## src/rtl/vedic_div_pkg.sv

```systemverilog
// Shared types and default widths for the sequential restoring divider.
package vedic_div_pkg;

  localparam int unsigned DW_DEF = 16;
  localparam int unsigned VW_DEF = 8;

  function automatic int unsigned cnt_w(input int unsigned dw);
    return $clog2(dw);
  endfunction

  localparam int unsigned CNT_W = cnt_w(DW_DEF);

  typedef enum logic [1:0] {
    IDLE = 2'd0,
    RUN  = 2'd1,
    DONE = 2'd2
  } state_t;

endpackage

```

## src/rtl/vedic_div_seq_if.sv

```systemverilog
// Request/result bundle between a requester and the divider.
interface vedic_div_seq_if
  import vedic_div_pkg::*;
#(
  parameter int unsigned DW = DW_DEF,
  parameter int unsigned VW = VW_DEF
);
  logic          start;
  logic [DW-1:0] dividend;
  logic [VW-1:0] divisor;
  logic          busy;
  logic          done;
  logic [DW-1:0] quotient;
  logic [VW-1:0] remainder;
  logic          dbz;

  modport master (
    output start, dividend, divisor,
    input  busy, done, quotient, remainder, dbz
  );

  modport slave (
    input  start, dividend, divisor,
    output busy, done, quotient, remainder, dbz
  );
endinterface

```

## src/rtl/vedic_div_step.sv

```systemverilog
// One restoring-division iteration: shift in a bit, trial-subtract, restore on borrow.
module vedic_div_step
  import vedic_div_pkg::*;
#(
  parameter int unsigned VW = VW_DEF
) (
  input  logic [VW:0]   rem_in,
  input  logic          bit_in,
  input  logic [VW-1:0] divisor,
  output logic [VW:0]   rem_out,
  output logic          q_bit
);
  logic [VW+1:0] shifted;
  logic [VW+1:0] diff;

  // One extra bit of headroom so the borrow shows up as the diff MSB.
  always_comb begin
    shifted = {rem_in, bit_in};
    diff    = shifted - {2'b00, divisor};
    q_bit   = ~diff[VW+1];
    rem_out = q_bit ? diff[VW:0] : shifted[VW:0];
  end
endmodule

```

## src/rtl/vedic_div_seq.sv

```systemverilog
// Sequential restoring divider, one quotient bit per clock; FSM, counter and result registers.
module vedic_div_seq
  import vedic_div_pkg::*;
#(
  parameter int unsigned DW = DW_DEF,
  parameter int unsigned VW = VW_DEF
) (
  input logic            clk,
  input logic            rst,
  vedic_div_seq_if.slave bus
);
  localparam int unsigned CW = cnt_w(DW);

  state_t        state_q, state_d;
  logic [CW-1:0] count_q;
  logic [DW-1:0] shreg_q;
  logic [VW-1:0] dvsr_q;
  logic [VW:0]   prem_q;
  logic [VW:0]   prem_step;
  logic          q_bit;
  logic          busy_q, done_q, dbz_q;
  logic [DW-1:0] quot_q;
  logic [VW-1:0] rem_q;

  vedic_div_step #(.VW(VW)) u_step (
    .rem_in  (prem_q),
    .bit_in  (shreg_q[DW-1]),
    .divisor (dvsr_q),
    .rem_out (prem_step),
    .q_bit   (q_bit)
  );

  always_ff @(posedge clk or posedge rst) begin
    if (rst) state_q <= IDLE;
    else     state_q <= state_d;
  end

  always_comb begin
    state_d = state_q;
    case (state_q)
      IDLE:    if (bus.start) state_d = (bus.divisor == '0) ? DONE : RUN;
      RUN:     if (count_q == '0) state_d = DONE;
      DONE:    state_d = IDLE;
      default: state_d = IDLE;
    endcase
  end

  // busy/done are the state registered once more, so every output comes from a flop.
  always_ff @(posedge clk or posedge rst) begin
    if (rst) begin
      count_q <= '0;
      shreg_q <= '0;
      dvsr_q  <= '0;
      prem_q  <= '0;
      busy_q  <= 1'b0;
      done_q  <= 1'b0;
      dbz_q   <= 1'b0;
      quot_q  <= '0;
      rem_q   <= '0;
    end else begin
      busy_q <= (state_q == RUN);
      done_q <= (state_q == DONE);
      case (state_q)
        IDLE: begin
          if (bus.start) begin
            shreg_q <= bus.dividend;
            dvsr_q  <= bus.divisor;
            prem_q  <= '0;
            if (bus.divisor == '0) begin
              dbz_q   <= 1'b1;
              quot_q  <= '1;
              rem_q   <= bus.dividend[VW-1:0];
              count_q <= '0;
            end else begin
              dbz_q   <= 1'b0;
              count_q <= CW'(DW - 1);
            end
          end
        end
        RUN: begin
          shreg_q <= {shreg_q[DW-2:0], q_bit};
          prem_q  <= prem_step;
          if (count_q == '0) begin
            quot_q <= {shreg_q[DW-2:0], q_bit};
            rem_q  <= prem_step[VW-1:0];
          end else begin
            count_q <= count_q - 1'b1;
          end
        end
        default: ;
      endcase
    end
  end

  assign bus.busy      = busy_q;
  assign bus.done      = done_q;
  assign bus.dbz       = dbz_q;
  assign bus.quotient  = quot_q;
  assign bus.remainder = rem_q;
endmodule
```

## src/flat_wrapper.sv

```systemverilog
// flat-port wrapper written by rule: the top's interface ports become plain ports
module vedic_div_seq_flat import vedic_div_pkg::*;
#(
  parameter int unsigned DW = DW_DEF,
  parameter int unsigned VW = VW_DEF
)
  (clk, rst, bus_start, bus_dividend, bus_divisor, bus_busy, bus_done, bus_quotient, bus_remainder, bus_dbz);
  vedic_div_seq_if #(.DW(DW), .VW(VW)) bus_i ();
  input logic clk;
  input logic rst;
  input wire logic [$bits(bus_i.start)-1:0] bus_start;
  input wire logic [$bits(bus_i.dividend)-1:0] bus_dividend;
  input wire logic [$bits(bus_i.divisor)-1:0] bus_divisor;
  output wire logic [$bits(bus_i.busy)-1:0] bus_busy;
  output wire logic [$bits(bus_i.done)-1:0] bus_done;
  output wire logic [$bits(bus_i.quotient)-1:0] bus_quotient;
  output wire logic [$bits(bus_i.remainder)-1:0] bus_remainder;
  output wire logic [$bits(bus_i.dbz)-1:0] bus_dbz;
  assign bus_i.start = bus_start;
  assign bus_i.dividend = bus_dividend;
  assign bus_i.divisor = bus_divisor;
  assign bus_busy = bus_i.busy;
  assign bus_done = bus_i.done;
  assign bus_quotient = bus_i.quotient;
  assign bus_remainder = bus_i.remainder;
  assign bus_dbz = bus_i.dbz;
  vedic_div_seq #(.DW(DW), .VW(VW)) u_core (.clk(clk), .rst(rst), .bus(bus_i));
endmodule
```

## config.mk

```make
export PLATFORM = sky130hd
export DESIGN_NAME = vedic_div_seq_flat
export DESIGN_NICKNAME = d
export VERILOG_FILES = /design/src/rtl/vedic_div_pkg.sv /design/src/rtl/vedic_div_seq_if.sv /design/src/rtl/vedic_div_step.sv /design/src/rtl/vedic_div_seq.sv /design/src/flat_wrapper.sv
export SDC_FILE = /design/constraint.sdc
export NUM_CORES = 1
export LEC_CHECK = 0
export CORE_ASPECT_RATIO = 1.4
export CORE_UTILIZATION = 65
export CTS_BUF_LIST = sky130_fd_sc_hd__clkbuf_4 sky130_fd_sc_hd__clkbuf_8
export DETAILED_ROUTE_END_ITERATION = 8
export DONT_BUFFER_PORTS = 1
export PLACE_DENSITY = 0.88
export SKIP_CTS_REPAIR_TIMING = 1
export SYNTH_ARGS = -nofsm -noshare
export SYNTH_HDL_FRONTEND = slang
export SYNTH_SLANG_ARGS = --single-unit
```

## constraint.sdc

```tcl
create_clock -name clk -period 6.26 [get_ports clk]
set_clock_uncertainty 0.05 [all_clocks]
set_input_delay 1.252 -clock clk [delete_from_list [all_inputs] [get_ports clk]]
set_output_delay 1.252 -clock clk [all_outputs]
set_load 0.01 [all_outputs]
```

; ---- After elaboration in Yosys (flattened, before gate mapping)
; Cells that the tools add are included.
[word_totals]
reg_bits = 66
inputBits = 27
output_inout_bits = 27
word_cells = 50
[op_classes]
add_sub_neg = 2
eq_ne = 6
n_mux = 22
n_bitwise = 1
n_reduce_logical = 9
[op_table]
columns = operator, count
row1 = $mux 16, 4
row2 = $pmux 16 s2, 2
row3 = $mux 8, 3
row4 = $mux 9, 2
row5 = $pmux 9 s2, 1
row6 = $pmux 8 s2, 1
row7 = $mux 4, 3
row8 = $sub 10x8->10, 1
row9 = $logic_not 8->1, 1
row10 = $pmux 4 s2, 1
row11 = $mux 2, 3
row12 = $ne 2x2->1 const B, 3
row13 = $reduce_and 2->1, 3
row14 = $logic_not 4->1, 1
row15 = $pmux 2 s2, 1
row16 = $reduce_and 4->1, 1
row17 = $sub 4x1->4 const B, 1
row18 = $reduce_and 3->1, 1
row19 = $eq 2x1->1 const B, 1
row20 = $eq 2x2->1 const B, 1
row21 = $logic_not 2->1, 1
row22 = $ne 2x1->1 const B, 1
row23 = $reduce_bool 2->1, 1
row24 = $mux 1, 1
row25 = $not 1->1, 1

; ---- Logic depth before layout (Yosys ltp)
; Gate-level depths: netlist of the first run.
[logic_depth]
word_depth = 4
ltp_mapped = 10
ltp_nobuf = 10

; ---- Hierarchy
; A second synthesis of the first run with hierarchy kept.
[hier_totals]
hier_cells = 296
hier_area_um2 = 3564.7
[by_module_without_submodules]
columns = module, instances, cells_each, area_per_inst_um2, seq_area_each_um2
row1 = vedic_div_seq, 1, 224, 2999.1, 1651.6
row2 = vedic_div_step, 1, 72, 565.5, 0.0

; ---- Worst setup path before layout of the first run
; Ideal clock, no wire load.
[synth_path]
kind = input to register
from = input bus_divisor[7]
to = register u_core.rem_q[4], in the netlist u_core.bus.remainder[4]
setup_time_ns = 0.133
arrival_ns = 2.444
t_required_ns = 6.077
path_slack_ns = 3.633
path_stages = 6
path_buffers = 1
path_cell_list = nor4_1 > nand2_1 > a211oi_1 > buf_6 > a21boi_0 > a31oi_1
[synth_between]
elab_chain_len = 3
[synth_rtl]
columns = element, line_no
row1 = start: declaration, flat_wrapper.sv:13  ; input wire logic [$bits(bus_i.divisor)-1:0] bus_divisor;
row2 = $logic_not 8->1, vedic_div_seq.sv:69  ; if (bus.divisor == '0) begin
row3 = $ne 2x1->1 (no source line), -
row4 = $reduce_and 4->1 (no source line), -
row5 = end signal: assignment, vedic_div_seq.sv:72  ; rem_q <= bus.dividend[VW-1:0];
row6 = end signal: assignment, vedic_div_seq.sv:85  ; rem_q <= prem_step[VW-1:0];
row7 = end: declaration, vedic_div_seq.sv:23  ; logic [VW-1:0] rem_q;
; No other way between the ends.
; A chain may end at the register's enable or synchronous reset.

; ---- Final worst setup path of the first run
[layout_path]
from = register u_core.shreg_q[15]
to = register u_core.prem_q[8]
[layout_between]
elab_chain_len = 3
[layout_rtl]
columns = element, line_no
row1 = start: declaration, vedic_div_seq.sv:16  ; logic [DW-1:0] shreg_q;
row2 = start signal: assignment, vedic_div_seq.sv:66  ; shreg_q <= bus.dividend;
row3 = start signal: assignment, vedic_div_seq.sv:81  ; shreg_q <= {shreg_q[DW-2:0], q_bit};
row4 = $sub 10x8->10, vedic_div_step.sv:19  ; diff = shifted - {2'b00, divisor};
row5 = $mux 9, vedic_div_step.sv:21  ; rem_out = q_bit ? diff[VW:0] : shifted[VW:0];
row6 = $pmux 9 s2, vedic_div_seq.sv:63  ; case (state_q)
row7 = end signal: assignment, vedic_div_seq.sv:82  ; prem_q <= prem_step;
row8 = end: declaration, vedic_div_seq.sv:18  ; logic [VW:0] prem_q;
; No other way between the ends.

==> summary.md, run 1 <==
| Metric | Value |
|---|---|
| Post-DR wirelength/cell | ~17 um |
| Setup TNS | 0 ns |
| R2r setup slk | approximately 3.5 ns |
| Crit-path max FO | 3 |
| DRT antenna net count | 0 |
| Overall power | 2.25 mW |
| Initial drt markers | roughly 160 |
| Num Clock Sinks | 66 |
| Placed insts | 408 |
| Hpwl dp | 4.97 mm |
| Die height | 86.8 um |
| Number of vias per cell | between 6 and 7 |
| Worst Max-Slew Pin Slew | approximately 1.1 ns |
| Synth area leaders | dfrtp_1 (49%), nand2_1 (5.6%), nor2_1 (5.6%) |
| GP Congestion | roughly 0.85 |
| Power density over the cells | between 600 and 700 nW/um2 |
| Starting Density | around 68% |
| Area of the multi-input gates | around 1500 um2 |
| Sequential Area | 1650 um2 |
| Post-DP Area | 3360 um2 |
| Mapped Avg Cell Area | about 9.3 um2 |
| Final Routed Wirelength | 7.05 mm |
| Final Core Density | a little over 70% |
| Max-slew violations | 0 |
| # IOs | 54 |
| Cells on worst reg2reg path | 10 |
| Proportion of layout cells with a drive suffix above 1 | 9.44% |
| Reg2reg start | u_core.shreg_q[15]$_DFFE_PP0P_ |
| Bufs on Longest Clock Path | 2 |
| Clock transition at the registers of the reported paths | 0.07 ns |
| Synth warn | 0 |
| I/O Buffers | 0 |
| IR drop worst, VDD | approximately 0.32 mV |
| # diodes | 0 |
| Fin. Hold Viols | 0 |
| RSZ-0062 raised after global routing | false |
| Fmax | roughly 0.36 GHz |
| Die Footprint | approximately 5400 um2 |
| Post-route setup slack | 3.47 ns |
| CP endpoint kind | flip-flop |
| Max-slew headroom | between 20% and 30% |
| Startpoint Class | flip-flop |
| Async SR Flop Fraction | 100% |
| P&R area growth vs syn | 5.73% |
| Synth Instances | 360 |
| Root Driver | clkbuf_8 |
| Register area share after synthesis | about half |
| Global-route wire length before repair | between 10 and 15 mm |
| Worst Path Arrival | ~2.9 ns |
| HP Class | flip-flop to flip-flop |
| Row cnt | 30 |
| Top-area cell type share of the netlist area | 49.4% |
| Nets@finish | about 390 |
| Final period utilization | between 40 and 50% |
| Layout Cells excl Fill | approximately 420 |
| Mapped cell area | approximately 3300 um2 |
| Max H-tree Level | 3 |
| WS Path Type | flip-flop to flip-flop |
| Syn nets | slightly below 400 |
| TritonCTS Buffers | 9 |
| Pre-antenna DRT Iters | 5 |
| Leak pwr | approximately 1.5 nW |
| Hold Slack | roughly 0.46 ns |
| Grt total ovfl | 0 |
| Core ar. | just under 5000 um2 |
| Vias in the first global route | roughly 2,600 |
| Setup violators final | 0 |
| Status | complete, no violations |
| Residual DRC | 0 |
| Die width | approximately 63 um |
| Hold_sp | u_core.dvsr_q[0]$_DFFE_PP0P_ |
| Worst Path Required | ~6.4 ns |
| Period minus WS final | about 2.8 ns |
| Critical R2R Capture | u_core.prem_q[8]$_DFFE_PP0P_ |
| Hold depth | 2 |
| Unique masters post-synth | between 50 and 60 |
| Max-cap violations | 0 |
| WHS Endpoint | u_core.dvsr_q[0]$_DFFE_PP0P_ |
| Post-synth EDFFs | 0 |
| Largest net degree at the start of global routing | between 60 and 70 |
| Total vias in the final route | ~2,600 |
| Fin area | between 3000 and 4000 um2 |
| Initial antenna violation count | 0 |
| Ys flop type | dfrtp_1 |
| CTS tree | done |
| Post-synth top area cell | dfrtp_1 |
| Worst setup path startpoint | u_core.shreg_q[15]$_DFFE_PP0P_ |
| Place WS | 3.20 ns |
| Worst-Skew Late Latency | roughly 0.35 ns |
| Overall Global Routing Usage | between 20 and 30% |
| #FFs+latches synth | 66 |
| # fillers | 388 |
## cell usage after synthesis, types with 5 or more instances
cell type,instances
inv_1,18
nor2_1,50
clkbuf_1,12
o21ai_0,29
a31oi_1,5
nand3_1,9
dfrtp_1,66
a21oi_1,22
ha_1,9
mux2i_1,13
nand2_1,50
## registers in the layout, indices dropped and copies added, names as in the netlist
| signal | count |
|---|---|
| u_core.bus.quotient | 16 |
| u_core.shreg_q | 16 |
| u_core.prem_q | 9 |
| u_core.bus.remainder | 8 |
| u_core.dvsr_q | 8 |
| u_core.count_q | 4 |
| u_core.state_q | 2 |
| u_core.bus.busy | 1 |
| u_core.bus.dbz | 1 |
| u_core.bus.done | 1 |
## layout by cell type, fill, tap and decap left out, types with 4 or more instances in the layout
master / n
clkbuf_8: 10
o22ai_1: 4
nor2_1: 50
o21ai_0: 28
inv_1: 17
nand3_1: 9
dfrtp_1: 66
a21boi_0: 4
mux2i_1: 13
a31oi_1: 5
ha_1: 9
a21oi_2: 4
a21oi_1: 22
nand2_1: 50
xnor2_1: 4
## routing by layer
layer  share of wire [%]  vias up  wire [um]  global-route usage (%)
met1                  41     1262       2870                    34.6
met2                  51       69       3630                    48.0
met5                   0        -          0                       0
met4                 2.2        0        153                    17.3
li1                    -     1241          -                       -
met3                 5.5       16        390                    6.71
## report_power, final
group	total [mW]	leakage, nW	switching (mW)	internal [mW]
Sequential	0.827	0.775	0.196	0.631
Clock	0.318	0.0885	0.161	0.156
Combinational	1.10	0.684	0.666	0.435
Total	2.25	1.55	1.02	1.22
## critical path, cell delays in order (launching register included)
cell and delay [ns]:
dfrtp_1 0.42, inv_1 0.08, ha_1 0.17, inv_1 0.06, fa_1 0.43, a211oi_1 0.41
o21ai_0 0.19, a21o_1 0.19, a2111oi_2 0.39, xnor2_1 0.17, o21ai_1 0.08
## worst max-delay path by stage
stage | cells past startpoint | slack (ns) | to
detailed placement | 6 | 3.20 | u_core.bus.remainder[4]$_DFFE_PP0P_
finish | 10 | 3.47 | u_core.prem_q[8]$_DFFE_PP0P_
CTS | 10 | 3.49 | u_core.prem_q[8]$_DFFE_PP0P_
global placement | 6 | 3.30 | u_core.bus.remainder[4]$_DFFE_PP0P_
global route | 10 | 3.29 | u_core.prem_q[8]$_DFFE_PP0P_
floorplan | 1 | 3.30 | u_core.bus.busy$_DFF_PP0_
## cell families after synthesis
kind of cell / after synthesis / share of synthesized area (%)
simple gates: 126 / 15.8
fa+ha+maj: 10 / 3.97
mux: 14 / 4.34
xor+xnor: 6 / 1.57
compound gates: 101 / 19.7
flops: 66 / 49.4
buf+inv: 37 / 5.17
## layout make-up
class	count	share of cell area (%)
clock buffers	11	4.11
clock inverters	5	0.850
inverters	18	1.91
multi-input cells	257	43.5
flip-flops and latches	66	46.7
well taps	64	2.27
repair buffers	3	0.637
Note: power is estimated with default switching activity, not from simulation.
==> inputs of run 2 (changes only) <==
Clock period 6.26 ns to 2.8 ns, I/O delays scaled along.
==> summary.md, run 2 (synthesis gave the netlist of run 1 again) <==
| Metric | Value |
|---|---|
| Worst-Skew Late Latency | roughly 0.35 ns |
| Worst Path Buf+Inv | 2 |
| Switching part of the total | around 45% |
| Post-DP Area | about 3400 um2 |
| Die height | 86.8 um |
| Status | complete, no violations |
| Clock transition at the registers of the reported paths | around 0.080 ns |
| Commonest cells after routing, fill and taps aside | dfrtp_1 (66), nand2_1 (50), nor2_1 (50), o21ai_0 (28), a21oi_1 (22) |
| Initial drt markers | 96 |
| Period minus WS final | between 2 and 3 ns |
| Worst Path Arrival | between 2 and 3 ns |
| CP most frequent cell | inv_1 |
| Core ar. | approximately 4900 um2 |
| Grt total ovfl | 0 |
| Initial antenna violation count | 0 |
| Leak pwr | approximately 1.6 nW |
| Post-DR wirelength/cell | ~17 um |
| Row cnt | 30 |
| HP Class | primary input to asynchronous set/reset pin |
| Overall Global Routing Usage | approximately 30% |
| Max H-tree Level | 3 |
| Crit-path max FO | 3 |
| Setup violators final | 0 |
| Total vias in the final route | 2,677 |
| Bufs on Longest Clock Path | 2 |
| Fin area | roughly 3600 um2 |
| Global-route wire length before repair | between 10 and 15 mm |
| Die width | 62.6 um |
| Die Footprint | 5440 um2 |
| CP endpoint kind | flip-flop |
| Max-slew violations | 0 |
| Number of vias per cell | roughly 6.2 |
| Largest net degree at the start of global routing | 51 |
| TritonCTS Buffers | 9 |
| Proportion of layout cells with a drive suffix above 1 | between 10% and 20% |
| Num Clock Sinks | 66 |
| Worst path max stage delay | between 0.4 and 0.5 ns |
| R2r setup slk | around 0.19 ns |
| Seq pwr share | a little over a third |
| WS Path Type | flip-flop to flip-flop |
| Starting Density | approximately 70% |
| Final period utilization | between 90% and 100% |
| # diodes | 0 |
| DRT antenna net count | 0 |
| Residual DRC | 0 |
| I/O Buffers | 0 |
| # fillers | 370 |
| IR drop worst, VDD | slightly below 0.8 mV |
| Nets@finish | 400 |
| Fin. Hold Viols | 0 |
| Overall power | ~5.2 mW |
| Critical R2R Capture | u_core.prem_q[8]$_DFFE_PP0P_ |
| Final Routed Wirelength | 7.49 mm |
| Worst Path Required | around 3.0 ns |
| Crit-path cells | inv_1 -> ha_1 -> inv_1 -> fa_1 -> a211oi_1 -> o21ai_0 -> a21o_1 -> a2111oi_2 -> xnor2_1 -> o21ai_1 |
| Root Driver | clkbuf_8 |
| Setup TNS | 0 ns |
| CP max stage cell | fa_1 |
| Power density over the cells | 1440 nW/um2 |
| Hpwl dp | roughly 5.3 mm |
| Cells on worst reg2reg path | 10 |
| Max-slew headroom | 61.1% |
| Vias in the first global route | approximately 2,700 |
| CTS tree | done |
| Commonest non-fill, non-tap cell in the layout | dfrtp_1 |
| CP delay by family, top | compound AO/OA/AOI/OAI gates |
| GP Congestion | ~0.9 |
| # IOs | between 50 and 60 |
| Startpoint Class | flip-flop |
| Clk pwr share | ~16% |
| P&R area growth vs syn | 8.05% |
| Pre-antenna DRT Iters | 4 |
| Cell internal pwr | 2.88 mW |
| Worst Max-Slew Pin Slew | roughly 0.6 ns |
| Switch Pwr | 2.32 mW |
| RSZ-0062 raised after global routing | false |
| Reg2reg start | u_core.shreg_q[15]$_DFFE_PP0P_ |
| Max-cap violations | 0 |
| Fmax | 0.384 GHz |
| Comb power frac | ~50% |
## run 2: worst max-delay path by stage
| stage | depth (start not counted) | start | to |
|---|---|---|---|
| 6_report | 10 | u_core.shreg_q[15]$_DFFE_PP0P_ | u_core.prem_q[8]$_DFFE_PP0P_ |
| 5_1_grt | 10 | u_core.shreg_q[15]$_DFFE_PP0P_ | u_core.prem_q[8]$_DFFE_PP0P_ |
| 4_1_cts | 10 | u_core.shreg_q[15]$_DFFE_PP0P_ | u_core.prem_q[8]$_DFFE_PP0P_ |
| 3_5_place_dp | 10 | u_core.shreg_q[15]$_DFFE_PP0P_ | u_core.prem_q[8]$_DFFE_PP0P_ |
| 3_3_place_gp | 10 | u_core.shreg_q[15]$_DFFE_PP0P_ | u_core.prem_q[8]$_DFFE_PP0P_ |
| 2_1_floorplan | 10 | u_core.shreg_q[15]$_DFFE_PP0P_ | u_core.prem_q[8]$_DFFE_PP0P_ |
## run 2: final cells by class
cell class | instances | area, um2 | area share (%)
Timing Repair Buffer | 11 | 82.6 | 2.29
Tap cell | 64 | 80.1 | 2.22
Clock inverter | 3 | 40.0 | 1.11
Sequential cell | 66 | 1650 | 45.7
Inverter | 18 | 67.6 | 1.87
Clock buffer | 12 | 153 | 4.23
Multi-Input combinational cell | 257 | 1540 | 42.6
## run 2: stage by stage
| stage | cells | utilization [%] | hold slack (ns) | worst slack (ns) |
|---|---|---|---|---|
| 6_report | 431 | 74.0 | 0.0932 | 0.193 |
| 5_1_grt | 431 | 74.0 | 0.136 | 0.00357 |
| 4_1_cts | 431 | 74.0 | 0.109 | 0.201 |
| 3_5_place_dp | 416 | 70.1 | 0.441 | 0.187 |
| 3_3_place_gp | 416 | 70.1 | 0.417 | 0.254 |
| 2_1_floorplan | 360 | - | 0.400 | 0.400 |
## run 2: power groups by stage
stage	combinational [mW]	sequential, mW	clock [mW]
floorplan	2.08	1.73	0
global placement	2.40	1.83	0
detailed placement	2.51	1.85	0
CTS	2.55	1.84	0.811
global route	2.84	1.89	0.851
finish	2.55	1.84	0.808
## run 2: layer usage
| metal | global-route usage, % | wire (um) |
|---|---|---|
| met1 | 35.8 | 3040 |
| met4 | 15.2 | 179 |
| met5 | 0 | 0 |
| met3 | 9.08 | 531 |
| met2 | 49.1 | 3730 |
==> RTL change, RTL diff (config.mk and constraints of run 1) <==
The package constant `DW_DEF` goes from 16 to 32.
--- a/src/rtl/vedic_div_pkg.sv
+++ b/src/rtl/vedic_div_pkg.sv
@@ -2,5 +2,5 @@
 package vedic_div_pkg;
 
-  localparam int unsigned DW_DEF = 16;
+  localparam int unsigned DW_DEF = 32;
   localparam int unsigned VW_DEF = 8;
 
Ports: changed (resized bus_dividend and bus_quotient); port bits go from 54 to 86. No check against the original RTL was run, so the function may have changed too.
==> RTL change against run 1 <==
  * Routed wire length grew 61%
  * First-iteration DRC count grew 81%
  * Setup slack lost 1.0 ns
  * Design area grew 47%
  * Worst hold slack gained 0.0012 ns
  * Synthesized area grew 48%
  * Total power grew 38%
  * Sequential cell count grew 33
  * Via count grew 55%
  * Largest power group unchanged
  * Synthesized cell count grew 50%
  * Sequential share of layout area grew 0.95 points
==> RTL change: results (changes against run 1) <==
| Metric | Value |
|---|---|
| Post-route ant nets | `0 (unchanged)` |
| Total track usage | `0.2983 (+0.007951)` |
| Dpl cell area | `4961 µm² (+48%)` |
| Post-Syn Nets | `593 (+49%)` |
| Initial DRC Count | `286 (+81%)` |
| Total length of routed wires | `11.37 mm (+61%)` |
| Pin count of the biggest net entering global routing | `76 (+13%)` |
| Critical-path top delay cell | `dfrtp_1` |
| Total power | `3.094 mW (+38%)` |
| Vias in the first global route | `3749 (+42%)` |
| CTS Root Cell | `clkbuf_8` |
| Routed WL per cell | `18.37 µm (+11%)` |
| Commonest cells in the netlist | `99 x dfrtp_1, 80 x nor2_1, 72 x a21oi_1, 49 x o21ai_0, 34 x nand2_1` |
| Largest stage delay, worst path | `1.10 ns (+0.67 ns)` |
| Vias per Instance | `6.467 (+5.9%)` |
| Clk Latency, worst-skew pair | `0.37 ns (+0.02 ns)` |
| Post-synthesis cell count | `539 (+50%)` |
| Post-synthesis sequential area ratio | `0.4994 (+0.005173)` |
| Reg clk slew, reported paths | `0.10 ns (+0.03 ns)` |
| Status | `complete, no violations` |
| Leak | `2.170 nW (+40%)` |
| Post-layout nets | `571 (+46%)` |
| GP Congestion | `0.9090 (+7.4%)` |
| VDD IR max | `0.3516 mV (+8.6%)` |
| Worst r2r src | `u_core.state_q[1]$_DFFE_PP0P_` |
| Synth top area cells | `dfrtp_1 50%, a21oi_1 7.3%, nor2_1 6.1%, o21ai_0 4.9%, nor2b_1 4.2%` |
| Crit path max-delay family | `simple AND/OR/NAND/NOR gates` |
| DP HPWL | `7.674 mm (+54%)` |
| Global-route wire length before repair | `17.95 mm (+50%)` |
| Max Fanout on Critical Path | `54 (+51)` |
| Slew @ Worst Pin | `1.149 ns (+0.06328 ns)` |
| Worst-case clock buffer depth | `2 (unchanged)` |
| Layout cell share with drive strength beyond 1 | `0.06513 (-0.02931)` |
| Net Sw Power | `1.352 mW (+32%)` |
| Placed cell count | `603 (+48%)` |
| Crit path DAT | `3.98 ns (+1.04 ns)` |
| Post-place setup slack | `2.525 ns (-0.6732 ns)` |
## RTL change: cell types whose count changed after synthesis, moves of 4 or more
cell | run 1 | this run
a21oi_1 | 22 | 72
a22oi_1 | 1 | 27
buf_2 | 3 | 7
clkbuf_1 | 12 | 23
dfrtp_1 | 66 | 99
mux2i_1 | 13 | 8
nand2_1 | 50 | 34
nor2_1 | 50 | 80
nor2b_1 | 1 | 33
o21ai_0 | 29 | 49
o21ai_1 | 2 | 6
o22ai_1 | 4 | 0
## RTL change: cell families (layout without fill, tap and decap cells)
kind of cell	Yosys count	count (layout)	share of synthesized area
XOR/XNOR	9	9	0.02119
multiplexers	8	8	0.01614
AO/OA/AOI/OAI	186	186	0.2242
adder cells (fa/ha/maj)	11	11	0.02926
AND/OR/NAND/NOR	174	174	0.1657
buffers and inverters	52	35	0.04413
flip-flops	99	99	0.4994
## RTL change: power by group through the flow
stage                     sequential [mW]  combinational (mW)  clock (mW)
after floorplan                      1.16                1.13           0
after detailed placement             1.27                1.34           0
after global routing                 1.31                1.52       0.500
final                                1.27                1.35       0.472
after CTS                            1.26                1.35       0.475
after global placement               1.26                1.28           0
## RTL change: cell type report
cell class	instances	area (µm²)
Clock buffer	11	151.4
Clock inverter	5	82.58
Fill cell	531	2166
Inverter	16	62.56
Multi-Input combinational cell	388	2277
Sequential cell	99	2477
Tap cell	97	121.4
Timing Repair Buffer	3	22.52
## RTL change: per-layer routing
layer / routed length (µm) / vias up / track usage
li1: - / 1832 / -
met1: 4333 / 1971 / 0.3746
met3: 902 / 26 / 0.07361
met5: 0 / - / 0
met4: 304 / 0 / 0.1257
met2: 5832 / 174 / 0.4804
## RTL change: final timing paths
path / to / slack (ns) / depth (start not counted)
hold reg to reg: u_core.dvsr_q[0]$_DFFE_PP0P_ / 0.46 / 2
max in group asynchronous: u_core.count_q[4]$_DFFE_PP0P_ / 4.29 / 2
min in group asynchronous: u_core.bus.quotient[9]$_DFFE_PP0P_ / 0.65 / 1
hold / removal: u_core.dvsr_q[0]$_DFFE_PP0P_ / 0.46 / 2
setup reg to reg: u_core.bus.remainder[2]$_DFFE_PP0P_ / 2.44 / 5
setup / recovery: u_core.bus.remainder[2]$_DFFE_PP0P_ / 2.44 / 5
## RTL change: tightest hold or removal path, cell delays in order, from the launching register on
cell,delay (ns)
dfrtp_1,0.36
nand2_1,0.06
nand2_1,0.06
